[config.mk]
export PLATFORM = sky130hd
export DESIGN_NAME = traffic_phase_sequencer_flat
export DESIGN_NICKNAME = d
export VERILOG_FILES = /design/src/rtl/traffic_phase_sequencer_if.sv /design/src/rtl/traffic_phase_sequencer.sv /design/src/flat_wrapper.sv
export SDC_FILE = /design/constraint.sdc
export NUM_CORES = 1
export LEC_CHECK = 0
export CAP_MARGIN = 15
export CORE_ASPECT_RATIO = 0.7
export CORE_MARGIN = 4
export CORE_UTILIZATION = 45
export DETAILED_ROUTE_END_ITERATION = 10
export SYNTH_ARGS = -nofsm -noshare
export SYNTH_HDL_FRONTEND = slang
export SYNTH_SLANG_ARGS = --single-unit
[constraint.sdc]
create_clock -name clk -period 2.6 [get_ports clk]
set_clock_uncertainty 0.2 [all_clocks]
set_input_delay 0.52 -clock clk [delete_from_list [all_inputs] [get_ports clk]]
set_output_delay 0.52 -clock clk [all_outputs]
set_load 0.005 [all_outputs]
[src/rtl/traffic_phase_sequencer_if.sv]
// Signal bundle between the phase sequencer and its environment: raw operator
// and sensor inputs in, registered phase code / mode / request flags out.
interface traffic_phase_sequencer_if;
  logic car_sensor;
  logic man_btn;
  logic man_step;
  logic m;
  logic s0;
  logic s1;
  logic s2;
  logic req_pending;

  modport master (
    output car_sensor, man_btn, man_step,
    input  m, s0, s1, s2, req_pending
  );

  modport slave (
    input  car_sensor, man_btn, man_step,
    output m, s0, s1, s2, req_pending
  );
endinterface

[src/rtl/traffic_phase_sequencer.sv]
// Traffic phase sequencer: timed auto phases with latched side-street request,
// manual stepping on a debounced operator button.
//
// state       | meaning
// MAIN_GREEN  | main street green, dwell saturates until a request is latched
// MAIN_YELLOW | main street yellow, T_Y cycles
// ALL_RED_A   | all red before side green, T_AR cycles
// SIDE_GREEN  | side street green, T_SG cycles; entry clears the request
// SIDE_YELLOW | side street yellow, T_Y cycles
// ALL_RED_B   | all red before main green, T_AR cycles
module traffic_phase_sequencer #(
  parameter int T_MG_MIN = 8,
  parameter int T_Y      = 3,
  parameter int T_AR     = 1,
  parameter int T_SG     = 6,
  parameter int DEB      = 4,
  parameter int CW       = 8
) (
  input  logic                       clk,
  input  logic                       rst,
  traffic_phase_sequencer_if.slave   bus
);

  localparam int DW = (DEB > 1) ? $clog2(DEB) : 1;

  typedef enum logic [2:0] {
    MAIN_GREEN  = 3'd0,
    MAIN_YELLOW = 3'd1,
    ALL_RED_A   = 3'd2,
    SIDE_GREEN  = 3'd3,
    SIDE_YELLOW = 3'd4,
    ALL_RED_B   = 3'd5
  } phase_t;

  // bit 0 car_sensor, bit 1 man_btn, bit 2 man_step
  logic [2:0]    r_sync1;
  logic [2:0]    r_sync2;
  // index 0 man_btn, index 1 man_step
  logic [1:0]    r_deb;
  logic [DW-1:0] r_dcnt [2];
  logic [1:0]    w_db_in;
  logic [1:0]    w_db_hit;
  logic [1:0]    w_pulse;

  phase_t        r_phase, w_phase_nxt;
  logic [CW-1:0] r_cnt, w_cnt_nxt;
  logic          r_m, w_m_nxt;
  logic          r_req, w_req_nxt;
  logic          w_last;
  logic          w_enter_sg;

  function automatic phase_t f_next(input phase_t p);
    case (p)
      MAIN_GREEN:  f_next = MAIN_YELLOW;
      MAIN_YELLOW: f_next = ALL_RED_A;
      ALL_RED_A:   f_next = SIDE_GREEN;
      SIDE_GREEN:  f_next = SIDE_YELLOW;
      SIDE_YELLOW: f_next = ALL_RED_B;
      default:     f_next = MAIN_GREEN;
    endcase
  endfunction

  function automatic logic [CW-1:0] f_last(input phase_t p);
    case (p)
      MAIN_GREEN:              f_last = CW'(T_MG_MIN - 1);
      MAIN_YELLOW, SIDE_YELLOW: f_last = CW'(T_Y - 1);
      ALL_RED_A, ALL_RED_B:    f_last = CW'(T_AR - 1);
      SIDE_GREEN:              f_last = CW'(T_SG - 1);
      default:                 f_last = '0;
    endcase
  endfunction

  // Two-flop synchronizers for all three raw inputs
  always_ff @(posedge clk or posedge rst) begin
    if (rst) begin
      r_sync1 <= '0;
      r_sync2 <= '0;
    end else begin
      r_sync1 <= {bus.man_step, bus.man_btn, bus.car_sensor};
      r_sync2 <= r_sync1;
    end
  end

  assign w_db_in = r_sync2[2:1];

  // Debounce acceptance: the DEB-th consecutive differing sample commits the level,
  // and a rising commit is the single-cycle pulse consumed on that same edge
  always_comb begin
    w_db_hit = '0;
    w_pulse  = '0;
    for (int i = 0; i < 2; i++) begin
      w_db_hit[i] = (w_db_in[i] != r_deb[i]) && (r_dcnt[i] == DW'(DEB - 1));
      w_pulse[i]  = w_db_hit[i] & w_db_in[i];
    end
  end

  // Debounce stability counters and committed levels
  always_ff @(posedge clk or posedge rst) begin
    if (rst) begin
      r_deb <= '0;
      for (int i = 0; i < 2; i++) r_dcnt[i] <= '0;
    end else begin
      for (int i = 0; i < 2; i++) begin
        if (w_db_in[i] == r_deb[i]) begin
          r_dcnt[i] <= '0;
        end else if (w_db_hit[i]) begin
          r_deb[i]  <= w_db_in[i];
          r_dcnt[i] <= '0;
        end else begin
          r_dcnt[i] <= r_dcnt[i] + DW'(1);
        end
      end
    end
  end

  assign w_last = (r_cnt == f_last(r_phase));

  // Next phase, dwell counter and mode; mode toggle outranks a coincident step
  always_comb begin
    w_phase_nxt = r_phase;
    w_cnt_nxt   = r_cnt;
    w_m_nxt     = r_m;
    if (r_phase > ALL_RED_B) begin
      w_phase_nxt = MAIN_GREEN;
      w_cnt_nxt   = '0;
    end else if (w_pulse[0]) begin
      w_m_nxt   = ~r_m;
      w_cnt_nxt = '0;
    end else if (r_m) begin
      w_cnt_nxt = '0;
      if (w_pulse[1]) w_phase_nxt = f_next(r_phase);
    end else if (w_last) begin
      // main green holds at its minimum until a request is pending
      if ((r_phase != MAIN_GREEN) || r_req) begin
        w_phase_nxt = f_next(r_phase);
        w_cnt_nxt   = '0;
      end
    end else begin
      w_cnt_nxt = r_cnt + CW'(1);
    end
  end

  assign w_enter_sg = (w_phase_nxt == SIDE_GREEN) && (r_phase != SIDE_GREEN);
  assign w_req_nxt  = w_enter_sg ? 1'b0 : (r_req | r_sync2[0]);

  // Phase, counter, mode and request registers
  always_ff @(posedge clk or posedge rst) begin
    if (rst) begin
      r_phase <= MAIN_GREEN;
      r_cnt   <= '0;
      r_m     <= 1'b0;
      r_req   <= 1'b0;
    end else begin
      r_phase <= w_phase_nxt;
      r_cnt   <= w_cnt_nxt;
      r_m     <= w_m_nxt;
      r_req   <= w_req_nxt;
    end
  end

  assign bus.s0          = r_phase[2];
  assign bus.s1          = r_phase[1];
  assign bus.s2          = r_phase[0];
  assign bus.m           = r_m;
  assign bus.req_pending = r_req;

endmodule

[src/flat_wrapper.sv]
// flat-port wrapper written by rule: the top's interface ports become plain ports
module traffic_phase_sequencer_flat 
#(
  parameter int T_MG_MIN = 8,
  parameter int T_Y      = 3,
  parameter int T_AR     = 1,
  parameter int T_SG     = 6,
  parameter int DEB      = 4,
  parameter int CW       = 8
)
  (clk, rst, bus_car_sensor, bus_man_btn, bus_man_step, bus_m, bus_s0, bus_s1, bus_s2, bus_req_pending);
  traffic_phase_sequencer_if bus_i ();
  input  logic clk;
  input  logic rst;
  input wire logic [$bits(bus_i.car_sensor)-1:0] bus_car_sensor;
  input wire logic [$bits(bus_i.man_btn)-1:0] bus_man_btn;
  input wire logic [$bits(bus_i.man_step)-1:0] bus_man_step;
  output wire logic [$bits(bus_i.m)-1:0] bus_m;
  output wire logic [$bits(bus_i.s0)-1:0] bus_s0;
  output wire logic [$bits(bus_i.s1)-1:0] bus_s1;
  output wire logic [$bits(bus_i.s2)-1:0] bus_s2;
  output wire logic [$bits(bus_i.req_pending)-1:0] bus_req_pending;
  assign bus_i.car_sensor = bus_car_sensor;
  assign bus_i.man_btn = bus_man_btn;
  assign bus_i.man_step = bus_man_step;
  assign bus_m = bus_i.m;
  assign bus_s0 = bus_i.s0;
  assign bus_s1 = bus_i.s1;
  assign bus_s2 = bus_i.s2;
  assign bus_req_pending = bus_i.req_pending;
  traffic_phase_sequencer #(.T_MG_MIN(T_MG_MIN), .T_Y(T_Y), .T_AR(T_AR), .T_SG(T_SG), .DEB(DEB), .CW(CW)) u_core (.clk(clk), .rst(rst), .bus(bus_i));
endmodule
; After elaboration in Yosys (flattened, before gate mapping)
; Index checks and enable logic that the tools add are counted.
[classes]
bitwise_logic = 7
magnitude_cmp = 1
muxes = 18
n_reduce_logical = 10
eq_ne = 14
add_sub_neg = 3
[op_table]
columns = cell, n
row1 = $mux 8, 5
row2 = $mux 3, 6
row3 = $pmux 3 s5, 1
row4 = $eq 3x2->1 const B, 3
row5 = $pmux 3 s3, 1
row6 = $add 8x1->8 const B, 1
row7 = $eq 8x3->1, 1
row8 = $mux 2, 4
row9 = $reduce_and 2->1, 3
row10 = $ne 5x3->1 const B, 1
row11 = $add 2x1->2 const B, 2
row12 = $eq 2x2->1 const B, 2
row13 = $not 1->1, 4
row14 = $eq 3x1->1 const B, 1
row15 = $eq 3x3->1 const B, 1
row16 = $gt 3x3->1 const B, 1
row17 = $logic_and 1x1->1, 3
row18 = $logic_not 3->1, 1
row19 = $ne 3x2->1 const B, 1
row20 = $reduce_bool 3->1, 1
row21 = $and 1x1->1, 2
row22 = $eq 1x1->1, 2
row23 = $ne 1x1->1, 2
row24 = $reduce_or 2->1, 1
row25 = 3 further kinds, 3
[word_totals]
output_inout_bits = 5
inputBits = 5
ff_bits = 25

; Longest topological paths before layout
[logic_depth]
word_depth = 11
depth_mapped = 6
depth_no_buf = 5

; Worst setup path before layout
; OpenSTA, ideal clock, no wires.
[synth_path]
path_type = reg2reg
startpoint = register u_core.r_phase[1]
endpoint = register u_core.r_req (netlist: u_core.bus.req_pending)
setup_slack_ps = 425
synth_period_minus_slack_ps = 2175
n_path_buf = 1
path_stages_with_launch = 7
t_required_ps = 2274
t_arrival_ps = 1849
cell_sequence = dfrtp_1 -> buf_6 -> xor2_1 -> or3_4 -> a2111oi_4 -> o21ai_2 -> o32a_1
[synth_via]
elab_chain_len = 11
elab_cells_between_ends = 22
[synth_lines]
columns = element, line
row1 = start: declaration, traffic_phase_sequencer.sv:45  ; phase_t r_phase, w_phase_nxt;
row2 = start signal: assignment, traffic_phase_sequencer.sv:154  ; r_phase <= w_phase_nxt;
row3 = $eq 3x1->1 or $eq 3x3->1 (tied branches), "traffic_phase_sequencer.sv:53, traffic_phase_sequencer.sv:64"
row4 = $reduce_or 2->1, traffic_phase_sequencer.sv:64  ; case (p)
row5 = $pmux 3 s3, traffic_phase_sequencer.sv:64
row6 = $eq 8x3->1, traffic_phase_sequencer.sv:116  ; assign w_last = (r_cnt == f_last(r_phase));
row7 = $mux 3, traffic_phase_sequencer.sv:132  ; end else if (w_last) begin
row8 = $mux 3, traffic_phase_sequencer.sv:129  ; end else if (r_m) begin
row9 = $mux 3, traffic_phase_sequencer.sv:126  ; end else if (w_pulse[0]) begin
row10 = $mux 3, traffic_phase_sequencer.sv:123  ; if (r_phase > ALL_RED_B) begin
row11 = $eq 3x2->1, traffic_phase_sequencer.sv:143  ; assign w_enter_sg = (w_phase_nxt == SIDE_GREEN) && (r_phase != SIDE_GREEN);
row12 = $logic_and 1x1->1 *, traffic_phase_sequencer.sv:143
row13 = $mux 1 *, traffic_phase_sequencer.sv:144  ; assign w_req_nxt = w_enter_sg ? 1'b0 : (r_req | r_sync2[0]);
row14 = named net u_core.w_req_nxt, traffic_phase_sequencer.sv:48  ; logic r_req, w_req_nxt;
row15 = end signal: assignment, traffic_phase_sequencer.sv:157  ; r_req <= w_req_nxt;
row16 = end: declaration, traffic_phase_sequencer.sv:48
; The timed path passes the listed nets; every way through them passes the cells marked *.
; A chain may end at the register's enable or synchronous reset.

; Worst setup path in the final report
; Ends and elaborated chain as after synthesis.

==> results.yml <==
status:
  outcome: "completed"
floorplanning:
  rows: 15
  coreArea_mm2: 0.00246
  initial_core_util: 0.473
  fp.dieW_um: 68.8
  boundaryPins: 10
  die_area_mm2: 0.00348
  die_y_um: 50.5
global_routing:
  grt_pass1_vias: 738
  grt_max_degree: 26
  gr-total-overflow: 0
  grt_pass1_wl_um: 3420
  track_usage: 0.135
  grt_antenna_before_repair: 0
routing:
  vias: 763
  wl_um: 1910
  first_pass_iters: 4
  drc: 0
  routedWlPerCell_um: 13.1
  vias_per_cell: 5.23
  drtIter0Drc: 35
  ant_nets: 0
synthesis:
  synthCells: 101
  synth_edf_count: 0
  yosysMostFrequentCell: "dfrtp_1"
  ys_top_cells_by_count: "25 x dfrtp_1, 8 x nor2_1, 7 x nand2_1"
  synth_top_area_share: 0.538
  yosys_register_bits: 25
  ys_seq_area_frac: 0.538
  synth_area_per_cell_um2: 11.5
  ys_dominant_reg_cell: "dfrtp_1"
  yosysTopAreaCell: "dfrtp_1"
  synth_cell_types: 33
  yosysWarnings: 0
  async_reset_ff_frac: 1.00
  yosys-top-cells-area: "dfrtp_1 54%, xor2_1 4.5%, xnor2_1 3.8%"
  syn_nets: 109
  synth_area_mm2: 0.00116
timing:
  tightest_slew_ns: 0.396
  clock.fmax_mhz: 443
  hold_violations: 0
  slew_headroom: 0.733
  finalMaxSlewViolations: 0
  finalSetupTns_ns: 0
  min_period_over_period: 0.869
  fin_crit_ns: 2.26
  setup_viol_count_final: 0
  rsz0062_at_grt: "false"
power_and_ir_drop:
  p_per_area_mw_per_mm2: 1050
  vdd_drop_max_v: 0.000646
  p_leak_nw: 0.589
setup_path:
  endpoint: "u_core.bus.req_pending$_DFF_PP0_"
  crit_buf_inv: 0
  cp-startpoint: "u_core.r_phase[1]$_DFF_PP0_"
  path_max_fanout: 10
  worstPathRequired_ns: 2.56
  reg2regPathDepth: 5
  worstSetupEndpointType: "register"
  path_depth: 5
  r2r-start: "u_core.r_phase[1]$_DFF_PP0_"
  cp_slowest_stage_delay_ns: 0.49
  worstReg2RegEnd: "u_core.bus.req_pending$_DFF_PP0_"
  crit_chain: "xor2_1 -> or3_4 -> a2111oi_4 -> o21ai_2 -> o32a_1"
  worstPathArrival_ns: 2.22
  crit_type: "register to register"
  crit_family: "compound AO/OA/AOI/OAI gates"
  regToRegSetupSlack_ns: 0.34
  critPathSlowestCell: "dfrtp_1"
  cp-start-kind: "register"
place:
  numPortBuffers: 9
  hpwl_um: 1350
  place.gp.congestion: 0.832
  place_area_mm2: 0.00128
layout:
  syn2layout_area_growth_pct: 14.0
  fillCellCount: 225
  final_nets: 121
  final_core_util: 0.539
  layout-drive-gt1-share: 0.107
  stdcell_area_mm2: 0.00133
  n_antenna_cell: 0
clock_network:
  cts_tree: "done"
  clkSlewWorstSetupHoldPaths_ns: 0.09
  cts_setup_buffers: 0
  clockRootBuffer: "clkbuf_8"
  postCtsResizedCells: 0
  cts_sinks: 25
  hold_buffers: 0
  clk_latency_ns: 0.27
  clk_path_buf_depth: 2
  htree_levels: 1
  cts_made_buffers: 3
run:
  drv_cap: 0
worst_hold_path:
  min_path_type: "register to register"
  min_path_cells: 0
-- per-layer routing --
layer	part of all wire	GRT usage
met5	0	0
met3	0.042	0.0470
met1	0.55	0.206
met2	0.40	0.187
met4	0.0068	0.0194
-- worst min path at each step --
stage | startpoint | endpoint | slack (ns)
finish | u_core.r_sync1[1]$_DFF_PP0_ | u_core.r_sync2[1]$_DFF_PP0_ | 0.15
global route | u_core.r_sync1[1]$_DFF_PP0_ | u_core.r_sync2[1]$_DFF_PP0_ | 0.16
CTS | u_core.r_sync1[1]$_DFF_PP0_ | u_core.r_sync2[1]$_DFF_PP0_ | 0.16
detailed placement | u_core.r_sync1[1]$_DFF_PP0_ | u_core.r_sync2[1]$_DFF_PP0_ | 0.14
global placement | u_core.r_sync1[1]$_DFF_PP0_ | u_core.r_sync2[1]$_DFF_PP0_ | 0.13
floorplan | u_core.r_sync1[0]$_DFF_PP0_ | u_core.r_sync2[0]$_DFF_PP0_ | 0.13
-- flip-flops by register name (all words and copies together), names as in the netlist --
register / cells
u_core.r_phase: 3
u_core.r_deb: 2
u_core.r_dcnt: 4
u_core.bus.req_pending: 1
u_core.r_sync2: 3
u_core.bus.m: 1
u_core.r_sync1: 3
u_core.r_cnt: 8
-- worst reg2reg max path: stages (launching register included) --
cell	delay, ns
dfrtp_1	0.49
xor2_1	0.21
or3_4	0.40
a2111oi_4	0.40
o21ai_2	0.12
o32a_1	0.33
-- layout make-up --
| class | instances | area (µm²) | area share |
|---|---|---|---|
| sequential | 25 | 626 | 0.472 |
| tap | 34 | 42.5 | 0.0321 |
| clock inverter | 1 | 8.76 | 0.00660 |
| clock buffer | 3 | 41.3 | 0.0311 |
| inverter | 2 | 7.51 | 0.00566 |
| multi-input combinational | 71 | 503 | 0.379 |
| timing repair buffer | 10 | 97.6 | 0.0736 |
-- cell families (layout without fill, tap and decap cells) --
group                      Yosys count  count (layout)  share of synthesized area
buffers and inverters                5              16                     0.0301
xor gates and xnor gates            11              11                     0.0828
and+or+nand+nor                     36              36                      0.170
adders and majority gates            3               3                     0.0323
AOI/OAI and AO/OA                   17              17                      0.111
DFF                                 25              25                      0.538
muxes                                4               4                     0.0366
-- cell usage in the layout, fill, tap and decap left out, types with 4 or more instances in the layout --
cell type and instances:
xor2_1 6, dfrtp_1 25, xnor2_1 5, nand2_1 7, o21ai_0 4, clkdlybuf4s50_1 9, a21oi_1 6, nor2_1 8
-- where the power goes --
group | internal, mW | leakage, nW | switching (mW)
clock | 0.112 | 0.0261 | 0.126
sequential | 0.490 | 0.312 | 0.141
combinational | 0.275 | 0.250 | 0.250
total | 0.877 | 0.589 | 0.516
-- per-stage QoR --
| stage | total power [mW] | hold slack [ns] | instances | worst slack [ns] |
|---|---|---|---|---|
| after global placement | 1.15 | 0.133 | 142 | 0.388 |
| after floorplan | 1.03 | 0.131 | 101 | 0.425 |
| after CTS | 1.41 | 0.158 | 146 | 0.332 |
| final | 1.39 | 0.153 | 146 | 0.342 |
| after detailed placement | 1.16 | 0.136 | 142 | 0.347 |
| after global routing | 1.51 | 0.161 | 146 | 0.204 |
Power figures use the tool's default switching activity.
